## src/rtl/minterm_scanner.sv

```systemverilog
// minterm_scanner
//
// Sweeps an N-bit code from 0 to 2**N-1 and captures the truth table of an
// external combinational function. The code goes out on `code`, and the
// function's answer comes back on `f_in` in the same cycle. Each unpaused
// SCAN cycle stores f_in into truth_table[code] and adds it to a running
// count of ones.
//
// Parameters
//   N            width of the swept code; the table is 2**N bits wide
//
// Ports
//   clk          single clock; all state updates on the rising edge
//   rst_n        synchronous, active-low reset
//   start        begins a sweep; only sampled in IDLE
//   pause        freezes the sweep while high in SCAN; ignored elsewhere
//   f_in         function output for the code currently presented
//   code         code presented to the downstream function block
//   busy         high while the FSM is in SCAN (registered)
//   done         one-cycle pulse while the FSM is in DONE (registered)
//   truth_table  captured table; bit k is f_in sampled while code == k
//   ones         number of 1 bits in truth_table (N+1 bits, cannot overflow)
//
// The table port is named truth_table because `table` is a reserved word
// in SystemVerilog.

module minterm_scanner #(
  parameter int N = 4
) (
  input  logic              clk,
  input  logic              rst_n,
  input  logic              start,
  input  logic              pause,
  input  logic              f_in,
  output logic [N-1:0]      code,
  output logic              busy,
  output logic              done,
  output logic [2**N-1:0]   truth_table,
  output logic [N:0]        ones
);

  localparam int TW = 2**N;

  localparam logic [1:0] ST_IDLE = 2'd0;
  localparam logic [1:0] ST_SCAN = 2'd1;
  localparam logic [1:0] ST_DONE = 2'd2;

  localparam logic [N-1:0] CODE_LAST = {N{1'b1}};

  logic [1:0]    state_q, state_d;
  logic [N-1:0]  code_q, code_d;
  logic [TW-1:0] table_q, table_d;
  logic [N:0]    ones_q, ones_d;
  logic          busy_q, busy_d;
  logic          done_q, done_d;

  // Next-state and datapath logic. The capture uses f_in in the same cycle
  // that code_q is presented, because the external function is purely
  // combinational from code. The last code wraps to zero naturally on the
  // final increment, and the FSM leaves SCAN in that same cycle.
  always_comb begin
    state_d = state_q;
    code_d  = code_q;
    table_d = table_q;
    ones_d  = ones_q;

    case (state_q)
      ST_IDLE: begin
        if (start) begin
          state_d = ST_SCAN;
          code_d  = '0;
          table_d = '0;
          ones_d  = '0;
        end
      end

      ST_SCAN: begin
        if (!pause) begin
          table_d[code_q] = f_in;
          ones_d          = ones_q + {{N{1'b0}}, f_in};
          code_d          = code_q + {{(N-1){1'b0}}, 1'b1};
          if (code_q == CODE_LAST) begin
            state_d = ST_DONE;
          end
        end
      end

      ST_DONE: begin
        state_d = ST_IDLE;
      end

      default: begin
        state_d = ST_IDLE;
      end
    endcase
  end

  // busy and done are decoded from the next state and then registered.
  // They therefore match the current state exactly, and the output pins
  // are driven directly by flops.
  always_comb begin
    busy_d = (state_d == ST_SCAN);
    done_d = (state_d == ST_DONE);
  end

  // State registers. Reset takes priority over start, pause and any sweep
  // in progress. A partial table is discarded, and no done pulse follows.
  always_ff @(posedge clk) begin
    if (!rst_n) begin
      state_q <= ST_IDLE;
      code_q  <= '0;
      table_q <= '0;
      ones_q  <= '0;
      busy_q  <= 1'b0;
      done_q  <= 1'b0;
    end else begin
      state_q <= state_d;
      code_q  <= code_d;
      table_q <= table_d;
      ones_q  <= ones_d;
      busy_q  <= busy_d;
      done_q  <= done_d;
    end
  end

  assign code        = code_q;
  assign busy        = busy_q;
  assign done        = done_q;
  assign truth_table = table_q;
  assign ones        = ones_q;

endmodule

```

## config.mk

```make
export PLATFORM = sky130hd
export DESIGN_NAME = minterm_scanner
export DESIGN_NICKNAME = d
export VERILOG_FILES = /design/src/rtl/minterm_scanner.sv
export SDC_FILE = /design/constraint.sdc
export NUM_CORES = 1
export LEC_CHECK = 0
export CORE_MARGIN = 10
export CORE_UTILIZATION = 35
export CTS_CLUSTER_SIZE = 10
export DETAILED_ROUTE_END_ITERATION = 8
export GPL_ROUTABILITY_DRIVEN = 1
export GPL_TIMING_DRIVEN = 0
export PLACE_DENSITY = 0.7
export SYNTH_ARGS = -nofsm -noshare
export SYNTH_HDL_FRONTEND = slang
export SYNTH_SLANG_ARGS = --single-unit
```

## constraint.sdc

```tcl
create_clock -name clk -period 2.8 [get_ports clk]
set_input_delay 0.28 -clock clk [delete_from_list [all_inputs] [get_ports clk]]
set_output_delay 0.28 -clock clk [all_outputs]
set_load 0.05 [all_outputs]
```

==> impl_summary.txt <==
----------------------------------------------------
[Status]
  Run status ... finished, final reports clean

[Floorplanning]
  Die width ... 82.3 um
  Die boundary height ... 82.3 um
  Initial Utilization ... 36.5%
  Die outline area ... 6770 um2
  Area of the placeable core ... between 3000 and 4000 um2
  Number of ports placed on the die boundary ... 32
  Number of placement rows ... 22

[Cells and area]
  Number of cells in the finished layout apart from fillers ... 239
  Final-stage net count ... 201
  Fraction of final layout cells with drive strength greater than 1 ... 11.0%
  Highest-count cells in the layout ignoring fill and taps ... clkdlybuf4s50_1 (31), dfxtp_1 (29), a21oi_1 (21)
  Count of filler cells inserted in the layout ... 374
  Commonest non-fill, non-tap cell in the layout ... clkdlybuf4s50_1
  Area added between synthesis and finish ... 34.8%
  Ant diodes ... 0

[Clock network]
  H-tree lvl count ... 2
  TritonCTS clock tree ... done
  Number of buffers added to fix hold violations after cts ... 0
  Root Driver ... clkbuf_8
  CTS Sinks ... 29
  Clock transition at the registers of the reported paths ... 0.06 ns
  Max clock buf depth ... 2
  Clock latency of the later-clocked register in the worst-skew pair ... 0.29 ns
  Setup bufs post-CTS ... 0
  Number of clock buffers inserted by TritonCTS ... 5
  CTS resizes ... 0

[STA]
  TNS Setup ... 0 ns
  Highest clock frequency the design can meet ... between 0.5 and 0.6 GHz
  Hold violation count in the final report ... 0
  Final number of max-transition violations ... 0
  Slew HR ... 66.2%
  Unrepaired setup endpoints after global routing ... no
  Final setup vio count ... 0
  Min cycle time layout ... 1.92 ns
  Final Skew ... 0.00279 ns
  Worst Tran Pin Value ... 0.505 ns
  Final Cycle Share ... 68.7%

[Yosys]
  Share of async-settable or async-resettable flops after synthesis ... 0%
  Leading area contributor after synthesis ... dfxtp_1
  Cells taking the most area after synthesis ... dfxtp_1 (43%), a21oi_1 (7.7%), o21ai_0 (6.3%)
  Number of distinct library cell variants in the gate-level netlist after synthesis ... 35
  Dominant synthesized flop cell ... dfxtp_1
  Flip-flop and latch count after synthesis ... 29
  Fraction of the yosys area taken by sequential cells ... 42.8%
  Syn nets ... 163
  Synthesized area ... around 1400 um2
  Average size of a mapped cell ... 8.92 um2
  Share of the synthesized area in the top cell type ... a little over two fifths
  Number of enable flip-flop cells after synthesis ... 0
  Synth Warn # ... 0
  Post-Syn Instances ... approximately 150

[Global routing]
  Number of global-route vias before repair ... ~1200
  Largest net degree at the start of global routing ... 11
  Initial antenna violation count ... 0
  Total global routing track utilization ... a little over a tenth
  Leftover overflow at the end of global routing ... 0
  Global-route wire length before repair ... 5640 um

[Setup path]
  Crit Reg-Reg Endpoint ... truth_table[10]$_SDFFE_PN0P_
  Kind of launch point of the worst setup path ... register
  Launch point of the worst reg-to-reg path ... state_q[0]$_SDFF_PN0_
  Launch point of the worst path ... code[3]$_SDFFE_PN0P_
  Highest cell delay on the worst timing path ... 0.86 ns
  Capture point of the critical path ... code[3]
  Worst R2R Setup Slack ... 1.39 ns
  Stages on the worst setup path ... 1
  Cell-by-cell trace of the critical path ... clkdlybuf4s50_1
  Required time at the worst-slack endpoint ... 2.52 ns
  Kind of cell adding the most delay to the critical path ... buffers and inverters
  Data arrival at the endpoint of the critical path ... 1.64 ns
  Maximum fanout along the worst path ... 9
  Kind of end point of the critical path ... output pin
  Buffering stage count on the worst path with inverters included ... 1
  Standard cell with the maximum stage delay on the critical path ... clkdlybuf4s50_1
  Critical path class ... reg2out
  R2r worst-path depth ... 5

[Place]
  HPWL after DPL ... 2520 um
  DP Cell Count ... 231
  Routability congestion estimate from global placement ... 0.801
  Number of buffers inserted by port buffering ... 31

[Run]
  MaxCap Viol Count ... 0

[Pwr]
  P per Cell Area ... around 510 nW/um2
  Static power due to leakage ... 0.000638 uW
  Worst supply voltage drop on vdd ... around 0.25 mV

[Routing]
  Detailed Routing Iterations Pass 1 ... 4
  Final wirelength ... about 3400 um
  Vias/cell ... 5.18
  Post-DR wirelength/cell ... between 10 and 15 um
  Remaining number of nets flagged by the antenna check after routing ... 0
  Remaining DRCs ... 0
  Via total after detailed routing ... ~1200
  Drt first-iter violations ... 54

[Min path]
  Source of the worst hold timing path ... truth_table[15]$_SDFFE_PN0P_
  Worst min-delay path class ... reg2reg
  Cell depth of the worst min-delay path ... 2

----------------------------------------------------
-- worst register-to-register path, cell delays in order (launching register included) --
cell and delay, ns:
dfxtp_1 0.43, nand2b_2 0.18, a21o_4 0.29, nand2_1 0.14
buf_4 0.19, a21oi_1 0.07
-- kinds of logic after synthesis --
group           synth area share (%)
compound gates                  25.1
simple gates                    20.3
flops                           42.8
buf+inv                         3.04
fa+ha+maj                       5.53
xor+xnor                        3.23
-- per-stage QoR --
stage               power, uW  hold WS [ns]  setup WS, ns  util (%)  cell area [um2]
global placement          546         0.447         0.942      46.5             1730
detailed placement        548         0.454         0.934      46.5             1730
global route              962         0.476         0.837      49.2             1830
floorplan                 511         0.477          1.20         -             1360
finish                    926         0.456         0.878      49.2             1830
CTS                       933         0.464         0.876      49.2             1830
-- power by group --
group	leakage [uW]	total [uW]	internal (uW)	switching [uW]
logic	0.000349	112	42.9	69.4
registers	0.000235	427	420	7.19
clock network	0.0000542	387	222	165
-- layer usage --
layer	GRT usage [%]	vias up	wire length, um
met4	7.14	0	78
met5	0	-	0
li1	-	622	-
met3	3.89	9	299
met1	12.4	568	1580
met2	16.4	38	1450
-- sequential cells by signal, indices dropped and copies added (netlist names) --
name / count
busy: 1
code: 4
done: 1
ones: 5
state_q: 2
truth_table: 16
-- worst min path at each step --
stage | to | slack (ns)
final | truth_table[15]$_SDFFE_PN0P_ | 0.46
after CTS | truth_table[15]$_SDFFE_PN0P_ | 0.46
after global placement | truth_table[15]$_SDFFE_PN0P_ | 0.45
after floorplan | truth_table[0]$_SDFFE_PN0P_ | 0.48
after detailed placement | truth_table[15]$_SDFFE_PN0P_ | 0.45
after global routing | truth_table[15]$_SDFFE_PN0P_ | 0.48
-- Yosys cell counts, drive strengths merged (4+ instances only) --
master,n
and2,4
nand2b,9
nor2,6
a21oi,22
nand3,4
ha,6
a31oi,9
o21ai,17
nor2b,4
dfxtp,29
xnor2,5
nand2,8
-- final cells by class --
cell class,count,area [um2],share of cell area [%]
multi-input cells,115,734,40.2
inverters,2,7.51,0.411
well taps,48,60.1,3.29
flip-flops and latches,29,581,31.8
clock buffers,7,96.3,5.27
clock inverters,1,5.00,0.274
plain buffers,6,33.8,1.85
repair buffers,31,310,17.0
No activity file was read; power rests on OpenSTA's default activity.
